===== src/rtl/spmv_mem_responder_if.sv =====
// Bundles the PE request/response signals and the backing-memory command/return
// signals of the SpMV memory responder. The responder connects through the slave
// modport; the PE/memory environment uses the master modport.
interface spmv_mem_responder_if;
  logic        req_mem_ld;
  logic        req_mem_st;
  logic [47:0] req_mem_addr;
  logic [63:0] req_mem_d_or_tag;
  logic        req_mem_stall;
  logic        rsp_mem_push;
  logic [2:0]  rsp_mem_tag;
  logic [63:0] rsp_mem_q;
  logic        rsp_mem_stall;
  logic        mem_rd_en;
  logic        mem_wr_en;
  logic [47:0] mem_addr;
  logic [63:0] mem_wd;
  logic        mem_stall;
  logic        mem_rd_valid;
  logic [63:0] mem_rd_data;
  logic        idle;
  logic        err;

  modport slave (
    input  req_mem_ld, req_mem_st, req_mem_addr, req_mem_d_or_tag,
    input  rsp_mem_stall, mem_stall, mem_rd_valid, mem_rd_data,
    output req_mem_stall, rsp_mem_push, rsp_mem_tag, rsp_mem_q,
    output mem_rd_en, mem_wr_en, mem_addr, mem_wd, idle, err
  );

  modport master (
    output req_mem_ld, req_mem_st, req_mem_addr, req_mem_d_or_tag,
    output rsp_mem_stall, mem_stall, mem_rd_valid, mem_rd_data,
    input  req_mem_stall, rsp_mem_push, rsp_mem_tag, rsp_mem_q,
    input  mem_rd_en, mem_wr_en, mem_addr, mem_wd, idle, err
  );
endinterface


===== src/rtl/spmv_mem_responder.sv =====
// SpMV memory responder: registers PE loads/stores into backing-memory commands,
// remembers load tags in order, pairs returning read data with its tag and
// pushes tagged responses back to the PE with back-pressure in both directions.
module spmv_mem_responder #(
  parameter int DEPTH = 16,
  parameter int SLACK = 2
) (
  input logic clk,
  input logic rst_n,
  spmv_mem_responder_if.slave bus
);

  localparam int AW = $clog2(DEPTH);
  localparam logic [AW:0] CNT_FULL = (AW+1)'(DEPTH);
  localparam logic [AW:0] STALL_TH = (AW+1)'(DEPTH - SLACK);
  localparam logic [AW:0] CNT_ONE  = (AW+1)'(1);

  // Pointers carry one extra wrap bit so equal pointers mean empty.
  logic [AW:0] tag_wp, tag_rp, rsp_wp, rsp_rp;
  logic [AW:0] cnt, cnt_next;
  logic        stall_q;
  logic [2:0]  tag_mem [DEPTH];
  logic [66:0] rsp_mem [DEPTH];

  logic ld_req, ld_acc, tag_empty, rd_ok, rsp_empty, push_fire, rsp_wr, rsp_pop, err_set;

  // Request decode, FIFO status, response selection and load accounting.
  always_comb begin
    ld_req    = bus.req_mem_ld & ~bus.req_mem_st;
    ld_acc    = ld_req & (cnt != CNT_FULL);
    tag_empty = (tag_wp == tag_rp);
    rd_ok     = bus.mem_rd_valid & ~tag_empty;
    rsp_empty = (rsp_wp == rsp_rp);
    push_fire = ~bus.rsp_mem_stall & (~rsp_empty | rd_ok);
    rsp_wr    = rd_ok & (~rsp_empty | bus.rsp_mem_stall);
    rsp_pop   = ~bus.rsp_mem_stall & ~rsp_empty;
    err_set   = (bus.req_mem_ld & bus.req_mem_st) |
                (ld_req & (cnt == CNT_FULL)) |
                (bus.mem_rd_valid & tag_empty);
    cnt_next  = cnt;
    if (ld_acc && !push_fire) begin
      cnt_next = cnt + CNT_ONE;
    end else if (!ld_acc && push_fire) begin
      cnt_next = cnt - CNT_ONE;
    end
  end

  assign bus.req_mem_stall = stall_q | bus.mem_stall;
  assign bus.idle          = (cnt == '0);

  // Register one memory command per cycle; a load+store collision goes out as a store.
  always_ff @(posedge clk or negedge rst_n) begin
    if (!rst_n) begin
      bus.mem_rd_en <= 1'b0;
      bus.mem_wr_en <= 1'b0;
      bus.mem_addr  <= '0;
      bus.mem_wd    <= '0;
    end else begin
      bus.mem_rd_en <= ld_acc;
      bus.mem_wr_en <= bus.req_mem_st;
      bus.mem_addr  <= (ld_acc | bus.req_mem_st) ? bus.req_mem_addr : '0;
      bus.mem_wd    <= bus.req_mem_st ? bus.req_mem_d_or_tag : '0;
    end
  end

  // Tag and response FIFO storage; contents are meaningless until pointers cover them.
  always_ff @(posedge clk) begin
    if (ld_acc) begin
      tag_mem[tag_wp[AW-1:0]] <= bus.req_mem_d_or_tag[2:0];
    end
    if (rsp_wr) begin
      rsp_mem[rsp_wp[AW-1:0]] <= {tag_mem[tag_rp[AW-1:0]], bus.mem_rd_data};
    end
  end

  // FIFO pointers, outstanding-load count, registered stall and sticky error.
  always_ff @(posedge clk or negedge rst_n) begin
    if (!rst_n) begin
      tag_wp  <= '0;
      tag_rp  <= '0;
      rsp_wp  <= '0;
      rsp_rp  <= '0;
      cnt     <= '0;
      stall_q <= 1'b0;
      bus.err <= 1'b0;
    end else begin
      if (ld_acc)  tag_wp <= tag_wp + CNT_ONE;
      if (rd_ok)   tag_rp <= tag_rp + CNT_ONE;
      if (rsp_wr)  rsp_wp <= rsp_wp + CNT_ONE;
      if (rsp_pop) rsp_rp <= rsp_rp + CNT_ONE;
      cnt     <= cnt_next;
      stall_q <= (cnt_next >= STALL_TH);
      if (err_set) bus.err <= 1'b1;
    end
  end

  // Response output register: oldest buffered entry first, else bypass fresh read data.
  always_ff @(posedge clk or negedge rst_n) begin
    if (!rst_n) begin
      bus.rsp_mem_push <= 1'b0;
      bus.rsp_mem_tag  <= '0;
      bus.rsp_mem_q    <= '0;
    end else if (push_fire) begin
      bus.rsp_mem_push <= 1'b1;
      if (!rsp_empty) begin
        {bus.rsp_mem_tag, bus.rsp_mem_q} <= rsp_mem[rsp_rp[AW-1:0]];
      end else begin
        {bus.rsp_mem_tag, bus.rsp_mem_q} <= {tag_mem[tag_rp[AW-1:0]], bus.mem_rd_data};
      end
    end else begin
      bus.rsp_mem_push <= 1'b0;
      bus.rsp_mem_tag  <= '0;
      bus.rsp_mem_q    <= '0;
    end
  end

endmodule


===== src/flat_wrapper.sv =====
// flat-port wrapper written by rule: the top's interface ports become plain ports
module spmv_mem_responder_flat 
#(
  parameter int DEPTH = 16,
  parameter int SLACK = 2
)
  (clk, rst_n, bus_req_mem_ld, bus_req_mem_st, bus_req_mem_addr, bus_req_mem_d_or_tag, bus_rsp_mem_stall, bus_mem_stall, bus_mem_rd_valid, bus_mem_rd_data, bus_req_mem_stall, bus_rsp_mem_push, bus_rsp_mem_tag, bus_rsp_mem_q, bus_mem_rd_en, bus_mem_wr_en, bus_mem_addr, bus_mem_wd, bus_idle, bus_err);
  spmv_mem_responder_if bus_i ();
  input logic clk;
  input logic rst_n;
  input wire logic [$bits(bus_i.req_mem_ld)-1:0] bus_req_mem_ld;
  input wire logic [$bits(bus_i.req_mem_st)-1:0] bus_req_mem_st;
  input wire logic [$bits(bus_i.req_mem_addr)-1:0] bus_req_mem_addr;
  input wire logic [$bits(bus_i.req_mem_d_or_tag)-1:0] bus_req_mem_d_or_tag;
  input wire logic [$bits(bus_i.rsp_mem_stall)-1:0] bus_rsp_mem_stall;
  input wire logic [$bits(bus_i.mem_stall)-1:0] bus_mem_stall;
  input wire logic [$bits(bus_i.mem_rd_valid)-1:0] bus_mem_rd_valid;
  input wire logic [$bits(bus_i.mem_rd_data)-1:0] bus_mem_rd_data;
  output wire logic [$bits(bus_i.req_mem_stall)-1:0] bus_req_mem_stall;
  output wire logic [$bits(bus_i.rsp_mem_push)-1:0] bus_rsp_mem_push;
  output wire logic [$bits(bus_i.rsp_mem_tag)-1:0] bus_rsp_mem_tag;
  output wire logic [$bits(bus_i.rsp_mem_q)-1:0] bus_rsp_mem_q;
  output wire logic [$bits(bus_i.mem_rd_en)-1:0] bus_mem_rd_en;
  output wire logic [$bits(bus_i.mem_wr_en)-1:0] bus_mem_wr_en;
  output wire logic [$bits(bus_i.mem_addr)-1:0] bus_mem_addr;
  output wire logic [$bits(bus_i.mem_wd)-1:0] bus_mem_wd;
  output wire logic [$bits(bus_i.idle)-1:0] bus_idle;
  output wire logic [$bits(bus_i.err)-1:0] bus_err;
  assign bus_i.req_mem_ld = bus_req_mem_ld;
  assign bus_i.req_mem_st = bus_req_mem_st;
  assign bus_i.req_mem_addr = bus_req_mem_addr;
  assign bus_i.req_mem_d_or_tag = bus_req_mem_d_or_tag;
  assign bus_i.rsp_mem_stall = bus_rsp_mem_stall;
  assign bus_i.mem_stall = bus_mem_stall;
  assign bus_i.mem_rd_valid = bus_mem_rd_valid;
  assign bus_i.mem_rd_data = bus_mem_rd_data;
  assign bus_req_mem_stall = bus_i.req_mem_stall;
  assign bus_rsp_mem_push = bus_i.rsp_mem_push;
  assign bus_rsp_mem_tag = bus_i.rsp_mem_tag;
  assign bus_rsp_mem_q = bus_i.rsp_mem_q;
  assign bus_mem_rd_en = bus_i.mem_rd_en;
  assign bus_mem_wr_en = bus_i.mem_wr_en;
  assign bus_mem_addr = bus_i.mem_addr;
  assign bus_mem_wd = bus_i.mem_wd;
  assign bus_idle = bus_i.idle;
  assign bus_err = bus_i.err;
  spmv_mem_responder #(.DEPTH(DEPTH), .SLACK(SLACK)) u_core (.clk(clk), .rst_n(rst_n), .bus(bus_i));
endmodule

===== config.mk =====
export PLATFORM = sky130hd
export DESIGN_NAME = spmv_mem_responder_flat
export DESIGN_NICKNAME = d
export VERILOG_FILES = /design/src/rtl/spmv_mem_responder_if.sv /design/src/rtl/spmv_mem_responder.sv /design/src/flat_wrapper.sv
export SDC_FILE = /design/constraint.sdc
export NUM_CORES = 1
export LEC_CHECK = 0
export CAP_MARGIN = 20
export CORE_UTILIZATION = 39
export DETAILED_ROUTE_END_ITERATION = 10
export GPL_ROUTABILITY_DRIVEN = 0
export PLACE_DENSITY = 0.61
export SETUP_SLACK_MARGIN = 0.5
export SLEW_MARGIN = 15
export SYNTH_ARGS = -nofsm -noshare
export SYNTH_HDL_FRONTEND = slang
export SYNTH_SLANG_ARGS = --single-unit

===== constraint.sdc =====
create_clock -name clk -period 10 [get_ports clk]
set_input_delay 2.5 -clock clk [delete_from_list [all_inputs] [get_ports clk]]
set_output_delay 2.5 -clock clk [all_outputs]
set_load 0.005 [all_outputs]

### After elaboration in Yosys (flattened, before gate mapping)

Memory sizes are Yosys's and may differ from the RTL's.
Cells that the tools add are included.

* divide/modulo/power cells: 0
* reductions and logical operators: 5
* bitwise gates (word level): 19
* equal/unequal tests: 4
* shifts and indexed selects: 0
* $add $sub $neg: 6
* order comparisons: 1
* muxes and demuxes: 13
* $mul: 0

Operators by type and width (count)
* $mux W64: 3
* $mux W48: 1
* $add A5 B1 Y5 const B: 5
* $eq A5 B5 Y1: 2
* $mux W5: 2
* $and A1 B1 Y1: 9
* $mux W3: 2
* $or A1 B1 Y1: 6
* $eq A5 B5 Y1 const B: 1
* $ge A5 B4 Y1 const B: 1
* $logic_not A5 Y1: 1
* $mux W1: 5
* $ne A5 B5 Y1 const B: 1
* $sub A5 B1 Y5 const B: 1
* $not A1 Y1: 4
* $logic_and A1 B1 Y1: 2
* $logic_not A1 Y1: 2

* bits of input ports: 183
* bits in writable memories: 1120
* word-level logic and storage cells: 64
* memories kept: 2
* output and inout bits: 185
* ROM bits: 0
* register bits: 209
* bits in latches: 0

Memories
* u_core.rsp_mem: words 16, bits a word 67, read ports 1, clocked after memory_dff 0, wr ports 1, line spmv_mem_responder.sv:23 `logic [66:0] rsp_mem [DEPTH];`
* u_core.tag_mem: words 16, bits a word 3, read ports 1, clocked after memory_dff 0, wr ports 1, line spmv_mem_responder.sv:22 `logic [2:0] tag_mem [DEPTH];`

### Longest topological paths before layout

* depth after elaboration: 9
* gate-level depth with buffers: 10
* depth with buffers taken out: 9

### Worst setup path after synthesis

OpenSTA, ideal clock, no wires.

* kind: input to register
* start point: in bus_mem_rd_valid
* end point: mem u_core.rsp_mem[0][0] (enable)
* stages: 4
* buffers on the path: 0
* data arrival time: 8.018 ns
* required time: 9.425 ns
* setup time: 0.575 ns
* setup slack: 1.408 ns
* cell sequence: a21boi_1 > a21boi_1 > nand2_1 > nor3_1

* cells in the longest elaborated chain, start to end: 4

Ends and longest elaborated chain
* from (decl): line flat_wrapper.sv:17 `input wire logic [$bits(bus_i.mem_rd_valid)-1:0] bus_mem_rd_valid;`
* $and A1 B1 Y1: line spmv_mem_responder.sv:32 `rd_ok = bus.mem_rd_valid & ~tag_empty;`
* $and A1 B1 Y1: line spmv_mem_responder.sv:35 `rsp_wr = rd_ok & (~rsp_empty | bus.rsp_mem_stall);`
* $mux W1: line spmv_mem_responder.sv:71 `if (rsp_wr) begin`
* $mux W1 (implied by the code): line spmv_mem_responder.sv:72 `rsp_mem[rsp_wp[AW-1:0]] <= {tag_mem[tag_rp[AW-1:0]], bus.mem_rd_data};`
* to (decl): line spmv_mem_responder.sv:23

Every way passes these cells.

### Worst setup path after layout

* start point: in bus_mem_stall
* end point: out bus_req_mem_stall

* cells in the longest elaborated chain, start to end: 1

Ends and longest elaborated chain
* from (decl): line flat_wrapper.sv:16 `input wire logic [$bits(bus_i.mem_stall)-1:0] bus_mem_stall;`
* $or A1 B1 Y1: line spmv_mem_responder.sv:48 `assign bus.req_mem_stall = stall_q | bus.mem_stall;`
* to (decl): line flat_wrapper.sv:19 `output wire logic [$bits(bus_i.req_mem_stall)-1:0] bus_req_mem_stall;`

Every way passes these cells.

==> impl_summary.log <==
[metrics] violations in the final reports: DRC
[metrics] slew at the pin closest to its max-slew limit: 1.25 ns
[metrics] worst setup path category: input pin to output port
[metrics] vias in the first global route: 25400
[metrics] via density per instance: 5.28
[metrics] clock latency at the later pin of the worst-skew pair: 0.77 ns
[metrics] maximum level of the CTS H-tree: 4
[metrics] Fill cells: 10400
[metrics] WL per Instance: 24.6 µm
[metrics] CTS tree: done
[metrics] remaining antenna violation count: 0
[metrics] unique cell type count in the Yosys netlist: 45
[metrics] sequential share of power: 0.434
[metrics] most instantiated flip-flop cell in the synthesis netlist: sky130_fd_sc_hd__edfxtp_1
[metrics] share of the clock period used by the worst path after layout: 0.612
[metrics] post-synth top area share: 0.672
[metrics] terminating pin of the worst hold path: u_core.bus.err
[metrics] switching power: 4.80 mW
[metrics] Int Power: 11.9 mW
[metrics] synthesized netlist cell count: 2329
[metrics] Slew HR: 0.168
[metrics] postcts setup bufs: 0
[metrics] Syn. warnings: 0
[metrics] most used standard cell by instance count after synthesis: sky130_fd_sc_hd__edfxtp_1
[metrics] wire length of the first global-routing pass: 167000 µm
[metrics] leakage dissipation: 20.1 nW
[metrics] sequential cell area fraction in the yosys report: 0.777
[metrics] count of nets after finishing: 2957
[metrics] largest driver fanout on the critical path: 1
[metrics] CP Buf/Inv Count: 2
[metrics] count of cells along the worst register-to-register path: 7
[metrics] Clock transition at path regs: 0.05 ns
[metrics] total routing usage reported by global routing: 0.173
[metrics] Worst path max stage delay: 0.44 ns
[metrics] wirelength, routed: 112000 µm
[metrics] number of flops mapped to enable cells by yosys: 1120
[metrics] Hold-fix buffers, CTS: 0
[metrics] Die Outline Area: 130000 µm²
[metrics] Iteration-0 DRC Markers: 2289
[metrics] startpoint type of the worst setup path: input pin
[metrics] summed instance area of the synthesized netlist: 50000 µm²
[metrics] detailed-placement wirelength estimate: 63400 µm
[metrics] area of the core: 127000 µm²
[metrics] post-synthesis to final-layout area growth: 20.9%
[metrics] Data required, critical path: 7.50 ns
[metrics] post-CTS sizing: 0
[metrics] Die X-Extent: 360 µm
[metrics] minimum period implied by the final worst setup slack: 6.12 ns
[metrics] worst vdd rail ir drop: 0.203 mV
[metrics] multi-input combinational cell area: 10700 µm²
[metrics] Worst R2R Setup Slack: 5.02 ns
[metrics] CTS Root Buffer Type: sky130_fd_sc_hd__clkbuf_16
[metrics] final count of negative-setup-slack endpoints: 0
[metrics] Arrival @ worst endpoint: 3.62 ns
[metrics] FFs w/ async S/R, synth: 0.157
[metrics] type of the worst min-delay path: register to register
[metrics] initial antenna violation count: 8
[metrics] Setup WS pre-CTS: 3.62 ns
[metrics] final hold violation count: 0
[metrics] worst setup margin: 3.88 ns
[metrics] flop and latch count out of synthesis: 1329
[metrics] total power per unit cell area: 276 nW/µm²
[metrics] core utilization of the finished layout: 0.475
[metrics] cell types occupying the most area after synthesis: sky130_fd_sc_hd__edfxtp_1 67%, sky130_fd_sc_hd__mux4_2 15%, sky130_fd_sc_hd__dfrtp_1 10%
[metrics] area leader, netlist: sky130_fd_sc_hd__edfxtp_1
[metrics] Port-buffer cells: 367
[metrics] routed vias: 24000
[metrics] launch point of the worst reg-to-reg path: u_core.rsp_rp[0]
[metrics] share of post-route cells with drive strength above 1: 0.221
[metrics] IO Count: 368
[metrics] pin count of the biggest net entering global routing: 165
[metrics] clk_skew: 0.0341 ns
[metrics] outcome: complete, but fails checks
[metrics] clock share of power: 0.304
[metrics] instance count along the most critical hold path: 2
[metrics] GR Overflow Total: 0
[metrics] height of the die: 360 µm
[metrics] number of clock sinks: 1329
[metrics] number of placed instances with taps included: 4280
[metrics] total negative slack: 0 ns
[metrics] Post-Synthesis Mean Instance Area: 21.5 µm²
[metrics] setup repair after global routing missed its margin: false
[metrics] number of core rows: 131
[metrics] total CTS buffers: 141
[metrics] sequential cell area in the final layout: 38900 µm²
[metrics] share of power burned in combinational logic: 0.263
[metrics] maximum capacitance violations: 0
[metrics] Remaining DRCs: 4
[metrics] non-filler instance count after layout: 4543
[metrics] endpoint of the lowest-slack register-to-register path: u_core.bus.rsp_mem_q[2]
[metrics] most frequent cell on the critical path: sky130_fd_sc_hd__clkdlybuf4s50_1
[metrics] cell with the biggest individual delay on the critical path: sky130_fd_sc_hd__clkdlybuf4s50_1
[metrics] Detailed Routing Iterations Pass 1: 8
[metrics] hold slack: 0.473 ns
[metrics] switching fraction of total power: 0.288
[metrics] count of pins over their slew limit: 0
[metrics] worst hold path startpoint: u_core.bus.err
[metrics] overall power consumption: 16.7 mW
[metrics] buffer levels on the longest clock path: 3
[metrics] cells along the critical path: clkdlybuf4s50_1 -> or2_2 -> clkdlybuf4s50_1
[metrics] number of nets in the synthesized netlist: 2524
[metrics] kind of capture point of the worst setup path: output port
[metrics] post-detailed-placement cell area: 55900 µm²
[metrics] leading cell types by count after synthesis: 1120 x sky130_fd_sc_hd__edfxtp_1, 332 x sky130_fd_sc_hd__mux4_2, 209 x sky130_fd_sc_hd__dfrtp_1
[metrics] top achievable clock speed: 0.163 GHz
[metrics] kind of cell with the highest combined delay on the critical path: buffers and inverters
[metrics] starting density of the core: 0.393
[metrics] post-route cell area: 60500 µm²
[kinds of logic after synthesis]
logic type / share of synthesized area
simple gates: 0.0329
mux: 0.157
buf+inv: 0.0115
fa+ha+maj: 0.00340
flops: 0.777
compound gates: 0.0133
xor+xnor: 0.00508
[layout by cell type, fill, tap and decap left out, drive strengths merged, types with 31 or more instances in the layout]
cell           instances
nand2                158
a21oi                 56
and2                  64
clkinv                61
clkbuf               177
nor2                  31
edfxtp              1120
mux4                 332
buf                   49
dfrtp                209
nor2b                 53
clkdlybuf4s50        366
[sequential cells by signal (all words and copies together) (netlist names), 48 cells and up]
name and flops:
u_core.rsp_mem 1072, u_core.bus.rsp_mem_q 64, u_core.bus.mem_addr 48, u_core.tag_mem 48, u_core.bus.mem_wd 64
[layer usage]
layer	share of wire	vias up	GRT usage	wire, µm
met5	0.00040	-	0	45
met3	0.066	168	0.0394	7400
li1	-	10300	-	-
met2	0.49	838	0.284	55100
met1	0.42	12700	0.230	46700
met4	0.021	8	0.0537	2390
[power groups by stage]
stage	clock network (mW)	logic (mW)	registers, mW
5_1_grt	5.41	4.72	7.30
6_report	5.06	4.38	7.23
4_1_cts	5.20	4.47	7.25
2_1_floorplan	0	3.06	7.09
3_5_place_dp	0	4.44	7.36
3_3_place_gp	0	4.36	7.33
[worst max-delay path by stage]
stage | from | endpoint | slack [ns] | cells past startpoint
after detailed placement | bus_mem_rd_valid | u_core.rsp_mem[4][25] | 3.62 | 6
final | bus_mem_stall | bus_req_mem_stall | 3.88 | 3
after global routing | bus_mem_stall | bus_req_mem_stall | 3.82 | 3
after floorplan | bus_mem_rd_valid | u_core.rsp_mem[0][0] | 1.41 | 4
after global placement | bus_mem_rd_valid | u_core.rsp_mem[4][22] | 3.72 | 6
after CTS | bus_mem_stall | bus_req_mem_stall | 3.87 | 3
[layout make-up]
type	instances	share of cell area
repair buffers	415	0.0691
diodes	5	0.000207
inverters	13	0.000807
well taps	1662	0.0344
multi-input cells	862	0.178
flip-flops and latches	1329	0.643
clock buffers	177	0.0616
clock inverters	80	0.0136
[worst reg2reg max path, cell delays in order, from the launching register on]
cell and delay [ns]:
sky130_fd_sc_hd__dfrtp_4 0.95, sky130_fd_sc_hd__buf_4 0.79, sky130_fd_sc_hd__buf_12 0.73, sky130_fd_sc_hd__buf_4 1.00
sky130_fd_sc_hd__mux4_2 0.68, sky130_fd_sc_hd__mux4_2 0.48, sky130_fd_sc_hd__nand2_1 0.09, sky130_fd_sc_hd__a21oi_1 0.09
Note: power is estimated with default switching activity, not from simulation.
